<file path="src/rtl/map_pkg.sv">
// Shared definitions for the 8-state max-log-MAP decoder: trellis constants,
// metric saturation and the forward-recursion FSM encoding.
package map_pkg;

  localparam int NUM_STATES = 8;
  localparam int AM_W       = 16;

  typedef enum logic [2:0] {IDLE, WINIT, RUN, WRITE, DONE} fsm_t;

  // Predecessor of next state n along the branch whose oldest register bit is s3
  function automatic logic [2:0] pred(input logic [2:0] n, input logic s3);
    return ((n & 3'b011) << 1) | {2'b00, s3};
  endfunction

  function automatic logic ubit(input logic [2:0] n, input logic s3);
    return (^(n & 3'b101)) ^ s3;
  endfunction

  function automatic logic pbit(input logic [2:0] n, input logic s3);
    return (^(n & 3'b110)) ^ s3;
  endfunction

  function automatic logic signed [AM_W-1:0] sat_am(input logic signed [AM_W+1:0] x);
    if (x > $signed({3'b000, {(AM_W-1){1'b1}}}))
      return {1'b0, {(AM_W-1){1'b1}}};
    else if (x < $signed({3'b111, {(AM_W-1){1'b0}}}))
      return {1'b1, {(AM_W-1){1'b0}}};
    else
      return x[AM_W-1:0];
  endfunction

endpackage

</file>
<file path="src/rtl/acs_unit.sv">
// Add-compare-select for one trellis state: the larger of two path metrics
// extended by their branch metrics, at full precision (no normalization).
module acs_unit
  import map_pkg::*;
(
  input  logic signed [AM_W-1:0] metric_a,
  input  logic signed [AM_W-1:0] metric_b,
  input  logic signed [AM_W:0]   gamma_a,
  input  logic signed [AM_W:0]   gamma_b,
  output logic signed [AM_W+1:0] raw
);

  logic signed [AM_W+1:0] sum_a;
  logic signed [AM_W+1:0] sum_b;

  assign sum_a = {{2{metric_a[AM_W-1]}}, metric_a} + {gamma_a[AM_W], gamma_a};
  assign sum_b = {{2{metric_b[AM_W-1]}}, metric_b} + {gamma_b[AM_W], gamma_b};
  assign raw   = (sum_a >= sum_b) ? sum_a : sum_b;

endmodule

</file>
<file path="src/rtl/alpha_forward_recursion.sv">
// Forward alpha recursion: one LLR pair per trellis step, normalized 8-metric
// vectors written to alpha_SRAM at base address 8*k, one step every 2 cycles.
module alpha_forward_recursion
  import map_pkg::*;
#(
  parameter int FRAME_LEN = 8,
  parameter int LLR_W     = 8,
  parameter int INIT_NEG  = -4096
) (
  input  logic                    clk,
  input  logic                    rst,
  input  logic                    start,
  input  logic                    in_valid,
  output logic                    in_ready,
  input  logic signed [LLR_W-1:0] sys_llr,
  input  logic signed [LLR_W-1:0] par_llr,
  output logic                    sram_wr,
  output logic [7:0]              sram_addr,
  output logic signed [AM_W-1:0]  sram_data0,
  output logic signed [AM_W-1:0]  sram_data1,
  output logic signed [AM_W-1:0]  sram_data2,
  output logic signed [AM_W-1:0]  sram_data3,
  output logic signed [AM_W-1:0]  sram_data4,
  output logic signed [AM_W-1:0]  sram_data5,
  output logic signed [AM_W-1:0]  sram_data6,
  output logic signed [AM_W-1:0]  sram_data7,
  output logic                    busy,
  output logic                    done
);

  localparam int KW = $clog2(FRAME_LEN + 1);
  localparam logic signed [AM_W-1:0] INIT_AM = AM_W'(INIT_NEG);

  fsm_t                   state;
  fsm_t                   state_nxt;
  logic [KW-1:0]          k;
  logic                   accept;
  logic signed [AM_W-1:0] alpha_p1 [NUM_STATES];
  logic signed [AM_W:0]   gam_p0   [4];
  logic signed [AM_W+1:0] raw_p0   [NUM_STATES];
  logic signed [AM_W-1:0] norm_p0  [NUM_STATES];

  // Stage p0: branch metrics indexed by {u,p}, ACS, normalization against state 0
  assign gam_p0[0] = '0;
  assign gam_p0[1] = {{(AM_W+1-LLR_W){par_llr[LLR_W-1]}}, par_llr};
  assign gam_p0[2] = {{(AM_W+1-LLR_W){sys_llr[LLR_W-1]}}, sys_llr};
  assign gam_p0[3] = gam_p0[1] + gam_p0[2];

  for (genvar n = 0; n < NUM_STATES; n++) begin : g_acs
    localparam logic [2:0] NI = 3'(n);
    localparam logic [2:0] SA = pred(NI, 1'b0);
    localparam logic [2:0] SB = pred(NI, 1'b1);
    localparam logic [1:0] GA = {ubit(NI, 1'b0), pbit(NI, 1'b0)};
    localparam logic [1:0] GB = {ubit(NI, 1'b1), pbit(NI, 1'b1)};

    acs_unit u_acs (
      .metric_a (alpha_p1[SA]),
      .metric_b (alpha_p1[SB]),
      .gamma_a  (gam_p0[GA]),
      .gamma_b  (gam_p0[GB]),
      .raw      (raw_p0[n])
    );

    assign norm_p0[n] = sat_am(raw_p0[n] - raw_p0[0]);
  end

  assign accept = (state == RUN) && in_valid;

  always_comb begin
    state_nxt = state;
    case (state)
      IDLE:    if (start) state_nxt = WINIT;
      WINIT:   state_nxt = RUN;
      RUN:     if (in_valid) state_nxt = WRITE;
      WRITE:   state_nxt = (k == KW'(FRAME_LEN)) ? DONE : RUN;
      DONE:    state_nxt = IDLE;
      default: state_nxt = IDLE;
    endcase
  end

  // Stage p1: metric registers, step counter and FSM state
  always_ff @(posedge clk) begin
    if (rst) begin
      state <= IDLE;
      k     <= '0;
      for (int i = 0; i < NUM_STATES; i++) alpha_p1[i] <= '0;
    end else begin
      state <= state_nxt;
      if (state == IDLE && start) begin
        k           <= '0;
        alpha_p1[0] <= '0;
        for (int i = 1; i < NUM_STATES; i++) alpha_p1[i] <= INIT_AM;
      end else if (accept) begin
        k <= k + 1'b1;
        for (int i = 0; i < NUM_STATES; i++) alpha_p1[i] <= norm_p0[i];
      end
    end
  end

  assign in_ready   = (state == RUN);
  assign sram_wr    = (state == WINIT) || (state == WRITE);
  assign sram_addr  = 8'({k, 3'b000});
  assign busy       = (state != IDLE);
  assign done       = (state == DONE);
  assign sram_data0 = alpha_p1[0];
  assign sram_data1 = alpha_p1[1];
  assign sram_data2 = alpha_p1[2];
  assign sram_data3 = alpha_p1[3];
  assign sram_data4 = alpha_p1[4];
  assign sram_data5 = alpha_p1[5];
  assign sram_data6 = alpha_p1[6];
  assign sram_data7 = alpha_p1[7];

endmodule
</file>
<file path="config.mk">
export PLATFORM = sky130hd
export DESIGN_NAME = alpha_forward_recursion
export DESIGN_NICKNAME = d
export VERILOG_FILES = /design/src/rtl/map_pkg.sv /design/src/rtl/acs_unit.sv /design/src/rtl/alpha_forward_recursion.sv
export SDC_FILE = /design/constraint.sdc
export NUM_CORES = 1
export LEC_CHECK = 0
export ABC_AREA = 0
export BUFFER_PORTS_ARGS = -buffer_cell sky130_fd_sc_hd__buf_2
export CAP_MARGIN = 40
export CORE_ASPECT_RATIO = 0.5
export CORE_UTILIZATION = 45
export DETAILED_ROUTE_END_ITERATION = 8
export GPL_ROUTABILITY_DRIVEN = 0
export PLACE_DENSITY = 0.59
export REMOVE_ABC_BUFFERS = 1
export SYNTH_ARGS = -nofsm -noshare
export SYNTH_HDL_FRONTEND = slang
export SYNTH_HIERARCHICAL = 1
export SYNTH_SLANG_ARGS = --single-unit
</file>
<file path="constraint.sdc">
create_clock -name clk -period 11.9 [get_ports clk]
set_input_delay 2.38 -clock clk [delete_from_list [all_inputs] [get_ports clk]]
set_output_delay 2.38 -clock clk [all_outputs]
set_load 0.02 [all_outputs]
</file>
==> results of run 1 <==
state kept, by name, indices dropped and copies added, names as in the netlist:
| register | count |
|---|---|
| alpha_p1 | 112 |
| k | 4 |
| state | 3 |
final timing paths:
check / startpoint / endpoint / slack (ns) / cells after the start
setup / recovery: sys_llr[0] / alpha_p1[0][51]$_SDFFCE_PN0P_ / 1.19 / 39
hold / removal: state[1]$_SDFFE_PP0P_ / state[2]$_SDFFE_PP0P_ / 0.51 / 2
setup reg to reg: alpha_p1[1][17]$_SDFFCE_PN0P_ / alpha_p1[1][41]$_SDFFCE_PN0P_ / 4.10 / 29
hold reg to reg: state[1]$_SDFFE_PP0P_ / state[2]$_SDFFE_PP0P_ / 0.51 / 2
cell families (layout without fill, tap and decap cells):
group | count (synthesis) | count (layout) | synth area share
compound gates | 1163 | 1163 | 0.2688
flops | 119 | 119 | 0.1233
other cells | 1 | 128 | 0.0001320
buf+inv | 380 | 538 | 0.05653
mux | 157 | 157 | 0.05975
fa+ha+maj | 569 | 569 | 0.2565
xor+xnor | 336 | 336 | 0.1036
simple gates | 746 | 746 | 0.1314
per-layer routing:
layer  up-vias  wire length, µm  part of all wire  track usage
met5         -               13           0.00014            0
met4         2             1825             0.019      0.05726
met3       103             6262             0.066      0.04782
met2       758            40830              0.43       0.4481
met1     12572            45770              0.48       0.4152
li1      13258                -                 -            -
cell type report:
type	instances	share of cell area
Clock buffer	18	0.01408
Clock inverter	14	0.005254
Inverter	323	0.03886
Multi-Input combinational cell	3099	0.7629
Sequential cell	119	0.1123
Tap cell	825	0.03309
Timing Repair Buffer	183	0.03353
layout by cell type, fill, tap and decap left out, types with 44 or more instances in the layout:
| cell | instances |
|---|---|
| ha_1 | 537 |
| inv_1 | 323 |
| a21oi_1 | 272 |
| o21ai_0 | 246 |
| nor2_1 | 217 |
| xnor2_1 | 187 |
| a21o_1 | 162 |
| nand2_1 | 156 |
| xor2_1 | 149 |
| buf_2 | 139 |
| conb_1 | 128 |
| edfxtp_1 | 112 |
| mux2i_1 | 82 |
| nand2b_1 | 77 |
| mux2_2 | 65 |
| o21bai_1 | 60 |
| a31oi_1 | 55 |
| nor3_1 | 49 |
| o21a_1 | 48 |
| a211oi_1 | 44 |
worst reg2reg max path: cells and delay by family, from the launching register on:
family / cells / cell delay (ns)
mux: 1 / 0.45
fa+ha+maj: 5 / 1.51
compound gates: 14 / 3.66
flops: 1 / 0.53
simple gates: 4 / 0.78
xor+xnor: 2 / 0.48
buf+inv: 3 / 0.19
metrics by stage:
step	instance area (µm²)	utilization	setup WS (ns)
after floorplan	28500	-	1.057
after global placement	30550	0.4948	0.9633
after detailed placement	30600	0.4956	0.9237
after CTS	31200	0.5053	1.335
after global routing	31200	0.5053	0.5384
final	31200	0.5053	1.186
==> key figures, run 1 <==
Layout
  • Layout cells sized above 1: 0.09824
  • Final cell count without fillers: 4581
  • # fillers: 5955
  • Inserted Diodes: 0
  • Area grow syn2layout: 9.788%
  • Layout Nets: 4324
  • Register Area: 3503 µm²
  • Area of the multi-input gates: 23800 µm²

Setup path
  • Worst-path cell with the longest stage delay: o21ai_4
  • Buf+Inv Stages, Crit Path: 8
  • Most frequent CP cell: inv_1
  • Crit-path max FO: 18
  • Worst path arrival time: 10.86 ns
  • Critical Path Start Type: primary input
  • Slowest Stage Delay on Critical Path: 0.65 ns
  • Crit path required time: 12.05 ns
  • Critical Path End Type: flip-flop
  • CP Class: in2reg
  • Worst path top cell family by delay: compound AO/OA/AOI/OAI gates

Synthesis
  • Netlist Area Pre-Place: 28420 µm²
  • Avg Inst Size Synth: 8.187 µm²
  • Number of synthesized register bits: 119
  • Most frequent cells after synthesis: ha_1 (537), inv_1 (323), a21oi_1 (272), o21ai_0 (246), nor2_1 (217)
  • Total number of yosys warnings: 6
  • Synth top area share: 0.2364
  • Cell taking the most area after synthesis: ha_1
  • Sequential share of the synthesized area: 0.1233
  • Most frequent cell after synthesis: ha_1
  • Share of flip-flops with an asynchronous set or reset: 0
  • Number of synthesized flops with an enable pin: 112
  • Synth area leaders: ha_1 (24%), edfxtp_1 (12%), xnor2_1 (5.8%)
  • Post-synthesis cell type count: 93
  • Mapped Cells: 3471
  • Post-synth top flop: edfxtp_1

Clock tree
  • Max H-tree Level: 4
  • CTS tree: built
  • Hold buffers post-CTS: 0
  • Num CTS Buffers: 17
  • Clk Latency, worst-skew pair: 0.44 ns
  • Root buf cell: clkbuf_16
  • Clock Pin Slew Worst Setup and Hold Paths: 0.07 ns
  • Cts repair resizes: 0
  • Post-CTS Setup Bufs: 0
  • CTS max path bufs: 2
  • Clk sink count: 119

GRT
  • Largest net degree at the start of global routing: 49
  • Vias in the first global route: 24254
  • Overflow after GRT: 0
  • GRT Total Usage: 0.2879
  • First-pass GRT wire length: 142600 µm
  • Initial antenna violation count: 3

Routing
  • Per-cell routed wire length: 20.67 µm
  • Starting DRC count in detailed routing: 2239
  • Antenna Violating Nets Remaining: 0
  • Via count: 26693
  • Pre-antenna DRT Iters: 6
  • Post-Route WL: 94700 µm
  • Vias/cell: 5.827
  • Residual DRC: 0

STA
  • Final period util: 0.9003
  • Final setup vio count: 0
  • TNS Setup: 0 ns
  • Worst slew pin tran: 0.7849 ns
  • Max_slew headroom: 0.4761
  • Hold slack: 0.5145 ns
  • Max Freq: 93.33 MHz
  • Final Hold Vio Count: 0
  • Minimum clock period after layout: 10.71 ns
  • RSZ-0062 raised after global routing: no
  • Final Max Slew Viols: 0
  • Layout Skew: 0.01643 ns

Min path
  • Hold WC Path Type: reg2reg

Floorplan
  • Die Wd: 357.4 µm
  • Die H: 179.7 µm
  • Row count: 64
  • Die area: 64220 µm²
  • Initial Util: 0.4603
  • IO Pins: 160
  • Core Box Area: 61740 µm²

Placed design
  • PortBufs: 139
  • Placed cell count: 4549
  • DP HPWL: 77770 µm

Run status
  • Outcome: complete, no violations

Run
  • Max Cap Violations: 0
Power of run 1 is not shown: default switching activity piles up to over one toggle a cycle in this logic, so the estimate is an artifact.
==> run 2, diff against run 1 <==
--- a/config.mk
+++ b/config.mk
@@ -8,7 +8,7 @@
 export ABC_AREA = 0
 export BUFFER_PORTS_ARGS = -buffer_cell sky130_fd_sc_hd__buf_2
 export CAP_MARGIN = 40
-export CORE_ASPECT_RATIO = 0.5
+export CORE_ASPECT_RATIO = 1.75
 export CORE_UTILIZATION = 45
 export DETAILED_ROUTE_END_ITERATION = 8
 export GPL_ROUTABILITY_DRIVEN = 0
==> key figures, run 2 (synthesis results as in run 1) <==
Setup path
  • Reg2reg setup slack: 3.90 ns
  • Critical Path End Type: flip-flop
  • Most frequent CP cell: o21ai_0
  • Worst-path cell with the longest stage delay: nand4_1
  • Worst path arrival time: 11.17 ns
  • Buf+Inv Stages, Crit Path: 5
  • Worst path top cell family by delay: compound AO/OA/AOI/OAI gates
  • Slowest Stage Delay on Critical Path: 0.52 ns
  • CP Class: in2reg
  • Crit path required time: 12.20 ns
  • Critical Path Start Type: primary input
  • Crit-path max FO: 18

Placed design
  • DP HPWL: 82810 µm
  • PortBufs: 139

Floorplan
  • Row count: 121
  • IO Pins: 160
  • Die area: 64200 µm²
  • Initial Util: 0.4556
  • Core Box Area: 62370 µm²
  • Die H: 334.4 µm
  • Die Wd: 192.0 µm

Clock tree
  • Hold buffers post-CTS: 0
  • Clk Latency, worst-skew pair: 0.46 ns
  • Clk sink count: 119
  • Root buf cell: clkbuf_16
  • CTS max path bufs: 2
  • Post-CTS Setup Bufs: 0
  • Clock Pin Slew Worst Setup and Hold Paths: 0.07 ns
  • CTS tree: built
  • Num CTS Buffers: 17
  • Cts repair resizes: 0
  • Max H-tree Level: 4

Layout
  • Reg with most FFs: alpha_p1
  • Layout Nets: 4318
  • Layout cells sized above 1: 0.09707
  • Commonest non-fill, non-tap cell in the layout: ha_1
  • Top Registers: alpha_p1: 112 flops, k: 4 flops, state: 3 flops
  • Commonest non-fill, non-tap cells in the layout: ha_1 (537), inv_1 (323), a21oi_1 (272)
  • Max FFs per register: 112
  • Area grow syn2layout: 9.739%

Run status
  • Outcome: complete, no violations

GRT
  • Vias in the first global route: 26693
  • Largest net degree at the start of global routing: 49
  • GRT Total Usage: 0.3067
  • GR Util met3: 0.02972
  • Met2 Use GR: 0.5577
  • Grt peak-use layer: met2
  • Overflow after GRT: 0
  • Initial antenna violation count: 1
  • First-pass GRT wire length: 148800 µm
  • M1 GR Usage: 0.3237

STA
  • Final setup vio count: 0
  • Worst slew pin tran: 0.9481 ns
  • Max_slew headroom: 0.3661
  • Final Hold Vio Count: 0
  • Layout Skew: 0.02113 ns
  • Minimum clock period after layout: 10.87 ns
  • Final Max Slew Viols: 0
  • TNS Setup: 0 ns
  • RSZ-0062 raised after global routing: no
  • Max Freq: 92.03 MHz
  • Final period util: 0.9131

Routing
  • Post-Route WL: 98320 µm
  • Per-cell routed wire length: 21.60 µm
  • Starting DRC count in detailed routing: 1305
  • Pre-antenna DRT Iters: 6
  • Residual DRC: 0
  • Antenna Violating Nets Remaining: 0
  • Via count: 26906
  • Vias/cell: 5.912

Min path
  • Hold WC Path Type: reg2reg

Run
  • Max Cap Violations: 0
==> run 2: changes by cell type in the layout (fill, tap and decap cells not counted), moves of 2 or more <==
cell        previous run  this run
clkinvlp_4             3         0
bufinv_16              2         5
diode_2                0         2
buf_4                 42        37
==> run 2: layer usage <==
layer / routed length, µm / vias to the layer above / share of wire
met1: 37200 / 12737 / 0.38
met5: 0 / - / 0
met3: 3933 / 230 / 0.040
met4: 8343 / 0 / 0.085
met2: 48840 / 709 / 0.50
li1: - / 13230 / -
==> run 2: through the flow <==
step / instances / setup WS, ns / hold slack, ns / utilization / cell area (µm²)
after floorplan: 3541 / 1.057 / 0.4657 / - / 28500
after global placement: 4514 / 0.8436 / 0.4909 / 0.4887 / 30480
after detailed placement: 4516 / 0.7947 / 0.4940 / 0.4891 / 30510
after CTS: 4548 / 1.241 / 0.5054 / 0.4998 / 31170
after global routing: 4550 / 0.5079 / 0.5501 / 0.4999 / 31180
final: 4551 / 1.034 / 0.5063 / 0.5000 / 31180
==> run 2: worst paths after layout <==
kind,from,end,cells after the start
setup / recovery,sys_llr[0],alpha_p1[1][29]$_DFFE_PP_,37
hold / removal,state[1]$_SDFFE_PP0P_,state[2]$_SDFFE_PP0P_,2
setup reg to reg,alpha_p1[0][17]$_SDFFCE_PN0P_,alpha_p1[1][29]$_DFFE_PP_,25
hold reg to reg,state[1]$_SDFFE_PP0P_,state[2]$_SDFFE_PP0P_,2
==> run 2: tightest hold or removal path, cell delays in order, from the launching register on <==
cell	delay (ns)
dfxtp_1	0.33
nand2_1	0.08
nor4_1	0.05
==> run 2: cell type report <==
class                   count  area (µm²)
repair buffers            177       993.5
multi-input cells        3099       23810
diodes                      2       5.005
fillers                  6347       31190
well taps                 799       999.7
flip-flops and latches    119        3503
inverters                 323        1212
clock buffers              17       425.4
clock inverters            15       239.0
Power of run 2 is left out for the same reason.
==> run 3, diff against run 2 <==
--- a/config.mk
+++ b/config.mk
@@ -12,6 +12,7 @@
 export CORE_UTILIZATION = 45
 export DETAILED_ROUTE_END_ITERATION = 8
 export GPL_ROUTABILITY_DRIVEN = 0
+export MAX_ROUTING_LAYER = met4
 export PLACE_DENSITY = 0.59
 export REMOVE_ABC_BUFFERS = 1
 export SYNTH_ARGS = -nofsm -noshare
==> constraint.sdc (replaced) <==
create_clock -name clk -period 11.9 [get_ports clk]
set_input_delay 2.38 -clock clk [delete_from_list [all_inputs] [get_ports clk]]
set_output_delay 2.38 -clock clk [all_outputs]
set_load 0.1 [all_outputs]
==> key figures, run 3 (synthesis results as in run 1) <==
Run status
  • Outcome: complete, no violations

Layout
  • Area grow syn2layout: 9.748%
  • Max FFs per register: 112
  • Top Registers: alpha_p1: 112 flops, k: 4 flops, state: 3 flops
  • Reg with most FFs: alpha_p1
  • Layout Nets: 4318
  • # fillers: 6347
  • Layout cells sized above 1: 0.09707
  • Register Area: 3503 µm²
  • Commonest non-fill, non-tap cells in the layout: ha_1 (537), inv_1 (323), a21oi_1 (272)
  • Commonest non-fill, non-tap cell in the layout: ha_1
  • Area of the multi-input gates: 23810 µm²
  • Post-route cell area: 31190 µm²

Routing
  • Via count: 26849
  • Pre-antenna DRT Iters: 7
  • Starting DRC count in detailed routing: 1336
  • Per-cell routed wire length: 21.59 µm
  • Residual DRC: 0
  • Antenna Violating Nets Remaining: 0
  • Vias/cell: 5.898
  • Post-Route WL: 98270 µm

Min path
  • Hold Path Origin: state[1]$_SDFFE_PP0P_
  • WHS Endpoint: state[2]$_SDFFE_PP0P_
  • Hold Path Stages: 2
  • Hold WC Path Type: reg2reg

STA
  • Max_slew headroom: 0.3933
  • Worst slew pin tran: 0.9091 ns
  • Layout Skew: 0.01647 ns
  • Minimum clock period after layout: 10.83 ns
  • Final setup vio count: 0
  • Final Hold Vio Count: 0
  • Max Freq: 92.33 MHz
  • RSZ-0062 raised after global routing: no
  • Final period util: 0.9102
  • TNS Setup: 0 ns
  • Final Max Slew Viols: 0

Floorplan
  • Core Box Area: 62370 µm²
  • IO Pins: 160
  • Die Wd: 192.0 µm
  • Die area: 64200 µm²
  • Row count: 121
  • Initial Util: 0.4556
  • Die H: 334.4 µm

Clock tree
  • Clk Latency, worst-skew pair: 0.46 ns
  • Post-CTS Setup Bufs: 0
  • Clock Pin Slew Worst Setup and Hold Paths: 0.07 ns
  • Cts repair resizes: 0
  • Clk sink count: 119
  • Num CTS Buffers: 17
  • CTS max path bufs: 2
  • Root buf cell: clkbuf_16
  • Hold buffers post-CTS: 0
  • Max H-tree Level: 4
  • CTS tree: built

GRT
  • First-pass GRT wire length: 148900 µm
  • Largest net degree at the start of global routing: 49
  • GRT Total Usage: 0.3159
  • Vias in the first global route: 26665
  • Initial antenna violation count: 1
  • Overflow after GRT: 0

Setup path
  • Worst r2r dst: alpha_p1[1][29]$_DFFE_PP_
  • Critical Path End Type: flip-flop
  • Crit path required time: 12.20 ns
  • Most frequent CP cell: o21ai_0
  • Critical Path Start Type: primary input
  • Slowest Stage Delay on Critical Path: 0.50 ns
  • Reg2reg setup slack: 3.96 ns
  • Register-to-Register Path Depth: 27
  • CP Class: in2reg
  • Worst-path cell with the longest stage delay: nand4_1
  • Reg-to-Reg Start: alpha_p1[0][17]$_SDFFCE_PN0P_
  • Worst path arrival time: 11.13 ns
  • Crit-path max FO: 18

Placed design
  • DP HPWL: 82810 µm
  • Area post-placement: 30510 µm²
  • PortBufs: 139

Run
  • Max Cap Violations: 0
## run 3: changes by cell type in the layout (fill, tap and decap cells not counted)
cell     previous run  this run
diode_2             2         3
## run 3: worst max-delay path by stage
stage	start	endpoint	slack, ns	depth (start not counted)
final	sys_llr[0]	alpha_p1[1][29]$_DFFE_PP_	1.07	37
after global routing	sys_llr[0]	alpha_p1[1][29]$_DFFE_PP_	0.50	37
after CTS	sys_llr[0]	alpha_p1[1][29]$_DFFE_PP_	1.24	37
after detailed placement	sys_llr[0]	alpha_p1[1][29]$_DFFE_PP_	0.79	37
after global placement	sys_llr[0]	alpha_p1[1][49]$_SDFFCE_PN0P_	0.84	40
after floorplan	sys_llr[0]	alpha_p1[1][49]$_SDFFCE_PN0P_	1.06	38
## run 3: cell type report
cell class | count | share of cell area
Multi-Input combinational cell | 3099 | 0.7633
Sequential cell | 119 | 0.1123
Inverter | 323 | 0.03887
Tap cell | 799 | 0.03205
Timing Repair Buffer | 177 | 0.03185
Clock buffer | 17 | 0.01364
Clock inverter | 15 | 0.007663
Antenna cell | 3 | 0.0002407
## run 3: per-stage QoR
stage	util	instances	hold slack (ns)	setup WS, ns
3_3_place_gp	0.4887	4514	0.4909	0.8436
6_report	0.5000	4552	0.5064	1.069
5_1_grt	0.5000	4551	0.5501	0.5007
2_1_floorplan	-	3541	0.4657	1.057
3_5_place_dp	0.4891	4516	0.4940	0.7947
4_1_cts	0.4998	4548	0.5054	1.241
## run 3: worst max-delay path: cells and delay by family
family | cells | cell delay, ns
AOI/OAI and AO/OA | 20 | 4.48
adders and majority gates | 5 | 1.72
and+or+nand+nor | 5 | 1.08
buffers and inverters | 5 | 0.84
muxes | 2 | 0.60
## run 3: per-layer routing
layer  track usage  vias up  share of wire
li1              -    13226              -
met3       0.02732      229          0.036
met5             -        -              0
met2        0.5587      677           0.50
met1        0.3255    12717           0.38
met4        0.2222        0          0.081
Power of run 3 is left out for the same reason.
